<file path="src/rtl/debounce_multi.sv">
// debounce_multi: N-channel switch/button debouncer.
// Each channel has a SYNC_STAGES-deep synchroniser, a stability counter
// and a two-state FSM (the state is the debounced level). A level change
// is accepted only after TIME consecutive synchronised cycles that
// disagree with the current level. Rise and fall strobes are registered
// and coincide with the o_out change.
// Optional long-press detection is compiled in with `define DEBOUNCE_HOLD_EN;
// without it o_hold is tied low and no hold counters exist.
module debounce_multi #(
    parameter int                  CHANNELS    = 4,
    parameter int                  TIME        = 500000,
    parameter int                  SYNC_STAGES = 2,
    parameter logic [CHANNELS-1:0] RESET_LEVEL = {CHANNELS{1'b0}},
    parameter int                  HOLD_TIME   = 125000000
) (
    input  logic                clk,
    input  logic                rst,
    input  logic [CHANNELS-1:0] i_in,
    output logic [CHANNELS-1:0] o_out,
    output logic [CHANNELS-1:0] o_rise,
    output logic [CHANNELS-1:0] o_fall,
    output logic [CHANNELS-1:0] o_busy,
    output logic [CHANNELS-1:0] o_hold
);

    localparam int               CNT_W    = $clog2(TIME);
    localparam logic [CNT_W-1:0] CNT_MAX  = CNT_W'(TIME - 1);
    localparam logic [CNT_W-1:0] CNT_ZERO = {CNT_W{1'b0}};
    localparam logic [CNT_W-1:0] CNT_ONE  = CNT_W'(1);

    typedef enum logic {
        STABLE_LO = 1'b0,
        STABLE_HI = 1'b1
    } state_t;

    for (genvar g = 0; g < CHANNELS; g++) begin : g_ch
        logic [SYNC_STAGES-1:0] sync_r;
        logic                   sample_s;
        state_t                 state_r;
        state_t                 state_nxt_s;
        logic [CNT_W-1:0]       cnt_r;
        logic [CNT_W-1:0]       cnt_nxt_s;
        logic                   rise_r;
        logic                   fall_r;
        logic                   rise_nxt_s;
        logic                   fall_nxt_s;
        logic                   out_s;
        logic                   busy_s;

        // Synchroniser chain: the raw input enters at bit 0, the FSM only sees the last stage.
        always_ff @(posedge clk or posedge rst) begin
            if (rst) begin
                sync_r <= {SYNC_STAGES{RESET_LEVEL[g]}};
            end else begin
                sync_r <= {sync_r[SYNC_STAGES-2:0], i_in[g]};
            end
        end

        assign sample_s = sync_r[SYNC_STAGES-1];

        // State register: debounced level, stability counter and registered strobes.
        always_ff @(posedge clk or posedge rst) begin
            if (rst) begin
                state_r <= state_t'(RESET_LEVEL[g]);
                cnt_r   <= CNT_ZERO;
                rise_r  <= 1'b0;
                fall_r  <= 1'b0;
            end else begin
                state_r <= state_nxt_s;
                cnt_r   <= cnt_nxt_s;
                rise_r  <= rise_nxt_s;
                fall_r  <= fall_nxt_s;
            end
        end

        // Next-state logic: any sample that agrees with the current level restarts qualification.
        always_comb begin
            state_nxt_s = state_r;
            cnt_nxt_s   = CNT_ZERO;
            rise_nxt_s  = 1'b0;
            fall_nxt_s  = 1'b0;
            case (state_r)
                STABLE_LO: begin
                    if (sample_s) begin
                        if (cnt_r == CNT_MAX) begin
                            state_nxt_s = STABLE_HI;
                            cnt_nxt_s   = CNT_ZERO;
                            rise_nxt_s  = 1'b1;
                        end else begin
                            cnt_nxt_s = cnt_r + CNT_ONE;
                        end
                    end else begin
                        cnt_nxt_s = CNT_ZERO;
                    end
                end
                STABLE_HI: begin
                    if (!sample_s) begin
                        if (cnt_r == CNT_MAX) begin
                            state_nxt_s = STABLE_LO;
                            cnt_nxt_s   = CNT_ZERO;
                            fall_nxt_s  = 1'b1;
                        end else begin
                            cnt_nxt_s = cnt_r + CNT_ONE;
                        end
                    end else begin
                        cnt_nxt_s = CNT_ZERO;
                    end
                end
                default: begin
                    state_nxt_s = STABLE_LO;
                    cnt_nxt_s   = CNT_ZERO;
                end
            endcase
        end

        // Output decode: level follows the state, busy flags an in-progress qualification.
        always_comb begin
            out_s  = (state_r == STABLE_HI);
            busy_s = (cnt_r != CNT_ZERO);
        end

        assign o_out[g]  = out_s;
        assign o_busy[g] = busy_s;
        assign o_rise[g] = rise_r;
        assign o_fall[g] = fall_r;

`ifdef DEBOUNCE_HOLD_EN
        localparam int               HOLD_W   = $clog2(HOLD_TIME);
        localparam logic [HOLD_W-1:0] HOLD_MAX = HOLD_W'(HOLD_TIME - 1);
        localparam logic [HOLD_W-1:0] HOLD_ONE = HOLD_W'(1);

        logic [HOLD_W-1:0] hold_cnt_r;
        logic              hold_done_r;
        logic              hold_r;

        // Long-press timer: runs while the debounced level is high; the rise edge
        // itself sees the low state and clears it, so the strobe lands HOLD_TIME after o_rise.
        always_ff @(posedge clk or posedge rst) begin
            if (rst) begin
                hold_cnt_r  <= {HOLD_W{1'b0}};
                hold_done_r <= 1'b0;
                hold_r      <= 1'b0;
            end else if (state_r == STABLE_LO) begin
                hold_cnt_r  <= {HOLD_W{1'b0}};
                hold_done_r <= 1'b0;
                hold_r      <= 1'b0;
            end else if (hold_cnt_r == HOLD_MAX) begin
                hold_r      <= !hold_done_r;
                hold_done_r <= 1'b1;
            end else begin
                hold_cnt_r  <= hold_cnt_r + HOLD_ONE;
                hold_r      <= 1'b0;
            end
        end

        assign o_hold[g] = hold_r;
`else
        assign o_hold[g] = 1'b0;
`endif
    end

endmodule

</file>
<file path="config.mk">
export PLATFORM = sky130hd
export DESIGN_NAME = debounce_multi
export DESIGN_NICKNAME = d
export VERILOG_FILES = /design/src/rtl/debounce_multi.sv
export SDC_FILE = /design/constraint.sdc
export NUM_CORES = 1
export LEC_CHECK = 0
export ABC_AREA = 1
export CAP_MARGIN = 10
export CORE_UTILIZATION = 55
export DETAILED_ROUTE_END_ITERATION = 8
export MAX_ROUTING_LAYER = met4
export PLACE_DENSITY = 0.77
export SLEW_MARGIN = 20
export SYNTH_ARGS = -nofsm -noshare
export SYNTH_HDL_FRONTEND = slang
export SYNTH_SLANG_ARGS = --single-unit
</file>
<file path="constraint.sdc">
create_clock -name clk -period 3.46 [get_ports clk]
set_input_delay 0.865 -clock clk [delete_from_list [all_inputs] [get_ports clk]]
set_output_delay 0.865 -clock clk [all_outputs]
set_load 0.005 [all_outputs]
</file>
After elaboration in Yosys (flattened, before gate mapping)
Cells that the tools add are included.

word-level totals
  latch bits = 0
  RAM bits = 0
  flip-flop bits (word level) = 96
  memory bits (read-only) = 0
  bits of input ports = 6
  memories kept = 0

cells by class
  reduce and logical (&&, ||, !) cells = 4
  div/mod/pow operators = 0
  equal/unequal tests = 4
  multiplexer cells = 48
  bitwise gates (word level) = 4
  multiply operators = 0
  order comparisons = 0
  shift-type cells = 0
  $add $sub $neg = 4

operators with widths
  cell                                                              count
  19-bit two-way mux                                                12
  19-bit one-hot mux with 2 select lines                            4
  19-bit by 1-bit adder with 19-bit output (second input constant)  4
  19-bit == test (second input constant)                            4
  19-bit nonzero test                                               4
  1-bit two-way mux                                                 28
  1-bit one-hot mux with 2 select lines                             4
  1-bit NOT                                                         4

Logic depth before layout (Yosys ltp)
Gate-level depths: netlist (run 1).

  word-level depth = 4
  gate-level depth with buffers = 9
  gate-level depth less buffers = 9

Least setup slack after synthesis (run 1)
No wires, ideal clock.

  kind = flip-flop to output port
  start point = register g_ch[2].cnt_r[11]
  end point = output port o_busy[2]
  buffers on the path = 1
  path slack = 1.503 ns
  arrival = 1.092 ns
  cell stages (with the launch flop) = 5
  data required time = 2.595 ns
  cell sequence = dfrtp_1 -> or2_1 -> nor4b_1 -> nand3b_1 -> buf_4

on the way
  cells in the longest elaborated chain, start to end = 1

RTL lines
  what                    line  RTL
  start, declared         41    logic [CNT_W-1:0] cnt_r;
  start signal, assigned  70    cnt_r <= cnt_nxt_s;
  19-bit nonzero test     119   busy_s = (cnt_r != CNT_ZERO);
  end, declared           22    output logic [CHANNELS-1:0] o_busy,

Every way passes these cells.

Final worst setup path (run 1)
Same ends and word-level chain as after synthesis.

==> flow_summary.yaml, run 1 <==
detailed_routing:
  postRouteAntennaNets: 0
  vias: 4361
  drc_errors: 0
  drtPass1Iterations: 4
  vias_per_cell: 4.97
  dr.first_iter.drc_count: 140
  routed_wl_um: 10500
  wl_per_cell_um: 11.9
logic_synthesis:
  synth_top_area_frac: 0.445
  yosys_most_used_dff: "dfrtp_1"
  ys_seq_elements: 96
  synth.most_common_cell: "nor2_1"
  ys_types: 28
  syn_inst: 732
  synth_common_cells: "172 x nor2_1, 168 x nand2_1, 97 x inv_1"
  synth-edff-count: 0
  synthTopCellsByArea: "dfrtp_1 45%, nor2_1 12%, nand2_1 12%, inv_1 6.7%, xor2_1 4.5%"
  synth_area_um2: 5400
  avgSynthCellArea_um2: 7.37
  async_flop_share: 1.00
  ys.warnings.count: 0
  synth-seq-area-share: 0.445
  synth_top_cell_by_area: "dfrtp_1"
clocking:
  cts_made_buffers: 9
  cts_resized: 0
  cts_tree: "built"
  cts_setup_buffers: 0
  cts_max_level: 3
  worstSkewPairLatency_ps: 370
  cts_root_buf: "clkbuf_8"
  clock_path_buffers: 2
  cts_num_sinks: 96
  clkTransAtPathRegs_ps: 90
  ctsHoldBuffers: 0
sta:
  finalSetupTns_ps: 0
  finalCritPeriodShare: 0.789
  timing.final.max_slew_violations: 0
  fmax_ghz: 0.366
  setup_viol: 0
  period_needed_ps: 2730
  worst_pin_slew_ps: 545
  clock_skew_ps: 13.1
  fin_ws_ps: 731
  slew_headroom: 0.636
  holdWs_ps: 358
  rsz0062_at_grt: "false"
  hold_viol_final: 0
critical_path:
  cp_max_fo: 4
  arrival_ps: 1860
  start_kind: "flop"
  criticalPathCategory: "reg -> out"
  crit_path_end_kind: "output port"
  required_ps: 2590
cells_and_area:
  multi_input_area_um2: 2430
  fin_util: 0.620
  n_antenna_cell: 0
  final_layout_size_suffix_gt1_frac: 0.0641
  area_growth_pct: 7.67
  seqCellArea_um2: 2400
  nets: 758
  fill_cells: 844
floorplan:
  die_area_um2: 10200
  coreArea_um2: 9370
  die_w_um: 101
  chipHeight_um: 101
  start_util: 0.576
  io_pins: 26
  rows: 35
power_and_ir_drop:
  ir_worst_vdd_mv: 0.255
  leakage_nw: 2.68
  p_per_area_nw_per_um2: 348
grt:
  grt_usage: 0.241
  met3_usage: 0.0368
  grt_start_max_net_pins: 54
  antenna_found_initial: 0
  grt_pass1_vias: 4287
  busiest_layer: "met2"
  grt_pass1_wl_um: 19000
  use_met2: 0.375
  overflow: 0
  grt_use_met1: 0.321
run_status:
  status: "finished clean"
placement:
  port_buffers: 21
  pre_cts_ws_ps: 1120
  place_congestion: 0.907
  dp_hpwl_um: 7910
job:
  maxCapViolations: 0
worst_hold_path:
  min_path_type: "reg -> reg"
[routing by layer]
layer	wire length, um	part of all wire
met4	189	0.018
met2	4860	0.46
met5	0	0
met1	5010	0.48
met3	423	0.040
[where the power goes]
group | internal, mW | switching, mW | leakage, nW
Clock | 0.357 | 0.403 | 0.0989
Combinational | 0.0426 | 0.0698 | 1.27
Sequential | 1.14 | 0.0146 | 1.31
[path summary, 6_finish.rpt]
path	depth (start not counted)	slack (ps)	endpoint	from
worst min-delay path	0	360	g_ch[0].sync_r[1]	g_ch[0].sync_r[0]
min in group asynchronous	2	910	asynchronous set/reset pin	rst
worst max-delay path	4	730	o_busy[2]	g_ch[2].cnt_r[11]
max in group asynchronous	3	1890	g_ch[2].cnt_r[1]	rst
worst max register to register	8	1430	g_ch[0].cnt_r[3]	g_ch[0].cnt_r[0]
worst min register to register	0	360	g_ch[0].sync_r[1]	g_ch[0].sync_r[0]
[sequential cells by signal (all words and copies together) (netlist names), named ones only]
signal       cells
g_ch.cnt_r      76
g_ch.rise_r      4
g_ch.sync_r      8
g_ch.fall_r      4
[cell type report]
cell class	count	share of cell area
sequential	96	0.413
multi-input combinational	516	0.419
timing repair buffer	22	0.0396
clock inverter	6	0.0116
tap	129	0.0278
inverter	99	0.0652
clock buffer	10	0.0237
[stage by stage]
step           cells  power (mW)  area (um^2)
2_1_floorplan    735        1.26         5410
3_3_place_gp     862        1.28         5610
3_5_place_dp     862        1.29         5610
4_1_cts          878        2.05         5810
5_1_grt          878        2.11         5810
6_report         878        2.02         5810
[logic make-up after synthesis]
kind of cell	after synthesis	share of synthesized area
buffers and inverters	123	0.106
adders and majority gates	8	0.0185
and+or+nand+nor	456	0.361
other	1	0.000695
DFF	96	0.445
xor gates and xnor gates	33	0.0536
AOI/OAI and AO/OA	15	0.0148
[critical path, stage by stage (launching register included)]
cell and delay (ps):
dfrtp_1 420, or2_1 260, nor4b_1 260, nand3b_1 110
clkdlybuf4s50_1 450
[cell usage in the layout (no fill, tap or decap), types with 3 or more instances in the layout]
cell type / synthesis / final
nand3_2: 3 / 3
nor3_1: 31 / 31
nand4_1: 4 / 4
nand2_2: 6 / 6
inv_1: 97 / 96
xnor2_1: 5 / 5
o21ai_0: 12 / 12
nor4_1: 6 / 6
nor2_2: 15 / 15
dfrtp_1: 96 / 96
ha_1: 8 / 8
nand2_1: 168 / 168
nor2_4: 4 / 4
nor2_1: 172 / 172
nand3_1: 42 / 42
clkdlybuf4s50_1: 0 / 21
conb_1: 1 / 4
clkbuf_8: 0 / 10
xor2_1: 28 / 28
Power figures use the tool's default switching activity.
==> inputs of run 2 (changes only) <==
- CORE_UTILIZATION: 55 -> 58
- clock period: 3.46 -> 2.56 ns (I/O delays scaled with it)
==> run 2 against run 1 <==
Against the previous run: the flow now finishes with violations (DRC); cell area decreased by 0.24%; hold slack about the same; final cell count decreased by 2.3%; global-route usage shrank 0.57 points; register-to-register slack got worse by 600 ps; power increased by 33%.
==> flow_summary.yaml, run 2 (synthesis gave the netlist of run 1 again) <==
run_status:
  status: "finished with violations"
  violations: "DRC"
cells_and_area:
  largest-register: "g_ch.cnt_r"
  seqCellArea_um2: 2400
  final_cell_mix: "172 x nor2_1, 168 x nand2_1, 96 x inv_1, 96 x dfrtp_1, 42 x nand3_1"
  final_layout_size_suffix_gt1_frac: 0.0667
  nets: 760
  area_growth_pct: 7.42
  finalNonFillerCells: 858
  fill_cells: 776
  n_antenna_cell: 0
  largestRegisters: "g_ch.cnt_r x76, g_ch.sync_r x8"
  largest_register_ffs: 76
  multi_input_area_um2: 2440
  final_common_cell: "nor2_1"
floorplan:
  start_util: 0.610
  chipHeight_um: 98.5
  die_w_um: 98.5
  die_area_um2: 9690
  io_pins: 26
  rows: 34
  coreArea_um2: 8850
clocking:
  cts_num_sinks: 96
  cts_tree: "built"
  cts_root_buf: "clkbuf_8"
  worstSkewPairLatency_ps: 370
  cts_made_buffers: 9
  cts_max_level: 3
  clkTransAtPathRegs_ps: 90
  clock_path_buffers: 2
  ctsHoldBuffers: 0
grt:
  grt_start_max_net_pins: 73
  antenna_found_initial: 0
  grt_pass1_wl_um: 17900
  grt_usage: 0.235
  overflow: 0
  grt_pass1_vias: 4106
critical_path:
  critical_path_buf_inv_count: 1
  criticalPathCategory: "reg -> out"
  required_ps: 1920
  cp_slowest_cell: "clkdlybuf4s50_1"
  crit_path_end_kind: "output port"
  start_kind: "flop"
  path_delay_family: "simple AND/OR/NAND/NOR gates"
  cp_cell_sequence: "or2_1 -> nor4b_2 -> nand3b_1 -> clkdlybuf4s50_1"
  slowest_delay_ps: 450
  arrival_ps: 1860
  cp_max_fo: 4
sta:
  finalCritPeriodShare: 0.975
  fmax_ghz: 0.401
  rsz0062_at_grt: "false"
  timing.final.max_slew_violations: 0
  hold_viol_final: 0
  clock_skew_ps: 18.1
  period_needed_ps: 2500
  fin_ws_ps: 64.0
  finalSetupTns_ps: 0
  setup_viol: 0
power_and_ir_drop:
  p_per_area_nw_per_um2: 464
  leakage_nw: 2.69
  ir_worst_vdd_mv: 0.305
placement:
  dp_hpwl_um: 7570
  pre_cts_ws_ps: 419
  place_congestion: 0.946
  port_buffers: 21
  dpl.cell_count: 843
detailed_routing:
  routed_wl_um: 10200
  wl_per_cell_um: 11.9
  postRouteAntennaNets: 0
  drtPass1Iterations: 9
  vias_per_cell: 5.05
  dr.first_iter.drc_count: 187
  vias: 4331
  drc_errors: 2
worst_hold_path:
  min_path_type: "reg -> reg"
job:
  maxCapViolations: 0
-- run 2: layout make-up --
class | count | area share
well taps | 108 | 0.0233
inverters | 99 | 0.0656
repair buffers | 24 | 0.0427
clock inverters | 5 | 0.0101
clock buffers | 10 | 0.0220
flip-flops and latches | 96 | 0.414
multi-input cells | 516 | 0.422
-- run 2: worst paths after layout --
check | slack [ps] | start | endpoint | cells past startpoint
worst max register to register | 830 | g_ch[1].cnt_r[0] | g_ch[1].cnt_r[7] | 8
min in group asynchronous | 580 | rst | g_ch[3].cnt_r[9] | 2
max in group asynchronous | 1310 | rst | g_ch[2].cnt_r[5] | 3
worst min-delay path | 360 | g_ch[3].sync_r[0] | g_ch[3].sync_r[1] | 0
worst max-delay path | 60 | g_ch[2].cnt_r[11] | o_busy[2] | 4
worst min register to register | 360 | g_ch[3].sync_r[0] | g_ch[3].sync_r[1] | 0
-- run 2: metal layers --
| layer | track usage | part of all wire |
|---|---|---|
| met3 | 0.0348 | 0.050 |
| met5 | - | 0 |
| met1 | 0.305 | 0.47 |
| met2 | 0.378 | 0.47 |
| met4 | 0.0873 | 0.016 |
-- run 2: stage by stage --
step / util / power, mW / cell area (um^2) / hold slack, ps
after floorplan: - / 1.70 / 5410 / 331
after global placement: 0.632 / 1.74 / 5600 / 337
after detailed placement: 0.632 / 1.74 / 5600 / 336
after CTS: 0.653 / 2.72 / 5780 / 362
after global routing: 0.655 / 2.80 / 5800 / 378
final: 0.655 / 2.69 / 5800 / 358
-- run 2: repair_timing --
action | 4_1_cts | 5_1_grt
endpoints found under the setup margin | 0 | 2
buffers inserted | 0 | 0
resized for setup | 0 | 3
-- run 2: report_power, final --
group          switching (mW)  internal, mW  leakage (nW)
Combinational          0.0947        0.0603          1.29
Sequential             0.0187          1.54          1.31
Clock                   0.534         0.447        0.0883
Total                   0.647          2.04          2.69
==> RTL edit (flow settings as in run 1) <==
Change the parameter `SYNC_STAGES` from 2 to 4.
--- a/src/rtl/debounce_multi.sv
+++ b/src/rtl/debounce_multi.sv
@@ -10,5 +10,5 @@
     parameter int                  CHANNELS    = 4,
     parameter int                  TIME        = 500000,
-    parameter int                  SYNC_STAGES = 2,
+    parameter int                  SYNC_STAGES = 4,
     parameter logic [CHANNELS-1:0] RESET_LEVEL = {CHANNELS{1'b0}},
     parameter int                  HOLD_TIME   = 125000000
Behaviour: not the same (Yosys sat finds a counterexample within 4 cycles, from zero or initial values and one cycle with rst high).
==> RTL edit against run 1 <==
Sequential cell count rose by 8. Die area rose by 3.6%. Clock power fell by 4.3%. Total power rose by 3.3%. Area after synthesis rose by 3.7%. Fmax fell by 0.93%. Routed wire length rose by 0.96%. Global-route usage fell by 0.39 points. Count of clock-buffer cells in the layout did not move. Highest routed layer unchanged. Sequential power rose by 9%. Design area rose by 3.4%. Worst setup slack got worse by 0.026 ns. Core utilization fell by 0.84 points.
==> RTL edit: results (changes against run 1) <==
Status
  – Status: completed

Placed design
  – Gpl congestion: 0.939 (+3.5%)
  – Port-buffer cells: 21 (unchanged)
  – Post-DP HPWL: 7980 um (+0.92%)
  – DP Area: 5820 sq um (+3.8%)
  – Dpl ws: 1.10 ns (-0.0124 ns)

Clock network
  – Worst-case clock buffer depth: 2 (unchanged)
  – Reg clk slew, reported paths: 0.10 ns

Global routing
  – Vias in the first global route: 4266 (-0.49%)
  – GR Layer Usage met1: 0.302 (-0.0193)
  – First-pass GRT wire length: 18800 um (-0.80%)
  – Total GRT Usage: 0.237 (-0.00385)
  – Met3 Use GR: 0.0569 (+0.0202)
  – Largest net degree at the start of global routing: 65 (+20%)
  – M2 GR Usage: 0.374 (-0.000837)

Drt
  – Metal-1 WL: 4920 um (-1.8%)
  – Drt via density: 4.99 (+0.55%)
  – Met3 WL: 488 um (+15%)
  – DRT iter0 DRCs: 220 (+57%)
  – Met2 wire length: 5010 um (+3.0%)
  – First-pass DRT Iterations: 5 (+1)
  – Drt wl/cell: 11.9 um (-0.51%)

Setup path
  – Reg2Reg Setup Slack: 1.40 ns (-0.03 ns)
  – CP endpoint: o_busy[2]
  – Worst r2r src: g_ch[0].cnt_r[0]
  – Worst EP arrival: 1.89 ns (+0.03 ns)
  – Reg2Reg Capture Point: g_ch[0].cnt_r[16]

Logic synthesis
  – Post-synth top cells: 172 x nor2_1, 168 x nand2_1, 104 x dfrtp_1, 97 x inv_1, 42 x nand3_1
  – Top post-synthesis cells by area: dfrtp_1 47%, nor2_1 12%, nand2_1 11%
  – #FFs+latches synth: 104 (+8.3%)
  – Sequential area share after synthesis: 0.465 (+0.0198)

Layout
  – Fin nets: 767 (+1.2%)
  – Fraction of standard cell area in multi-input logic: 0.405 (-0.0136)
  – FF/Latch Area: 2600 sq um (+8.3%)
  – NonClk Buf Share: 0.0396 (about the same)
  – Non-CTS buffers: 23 (+4.5%)
  – Final core utilization: 0.612 (-0.00841)
  – Clock-cell share of area: 0.0310 (-0.00427)
  – Share of post-route cells with drive strength above 1: 0.0633 (-0.000761)
  – Fill count: 920 (+9.0%)

Power
  – Static Leak: 2.77 nW (+3.4%)
  – Switching portion of total power: 0.255 (+0.0138)
  – Peak supply drop: 0.000304 V (+19%)

Floorplanning
  – Die Wd: 103 um (+1.8%)

Min path
  – Hold Path Sink: g_ch[1].sync_r[2]
  – Hold Crit Start: g_ch[1].sync_r[1]

Timing
  – Hold WS: 0.357 ns (-0.00176 ns)
  – Final worst slack: 0.706 ns (-0.0257 ns)
  – Max Clock Skew: 0.0121 ns (-0.00102 ns)
==> RTL edit: cell count changes after synthesis, sizes merged <==
cell | before | now
dfrtp | 96 | 104
==> RTL edit: through the flow <==
step	power, mW	cells
after global placement	1.39	875
after floorplan	1.36	743
after CTS	2.13	891
final	2.09	891
after global routing	2.20	891
after detailed placement	1.39	875
==> RTL edit: logic make-up after synthesis <==
logic type,count (synthesis),share of synthesized area
XOR/XNOR,33,0.0516
adder cells (fa/ha/maj),8,0.0179
flip-flops,104,0.465
other,1,0.000670
buffers and inverters,123,0.102
AND/OR/NAND/NOR,456,0.348
AO/OA/AOI/OAI,15,0.0143
==> RTL edit: power groups by stage <==
stage / logic (mW) / registers [mW] / clock network, mW
2_1_floorplan: 0.0906 / 1.27 / 0
3_3_place_gp: 0.114 / 1.27 / 0
3_5_place_dp: 0.117 / 1.27 / 0
4_1_cts: 0.118 / 1.25 / 0.759
5_1_grt: 0.132 / 1.25 / 0.810
6_report: 0.114 / 1.25 / 0.726
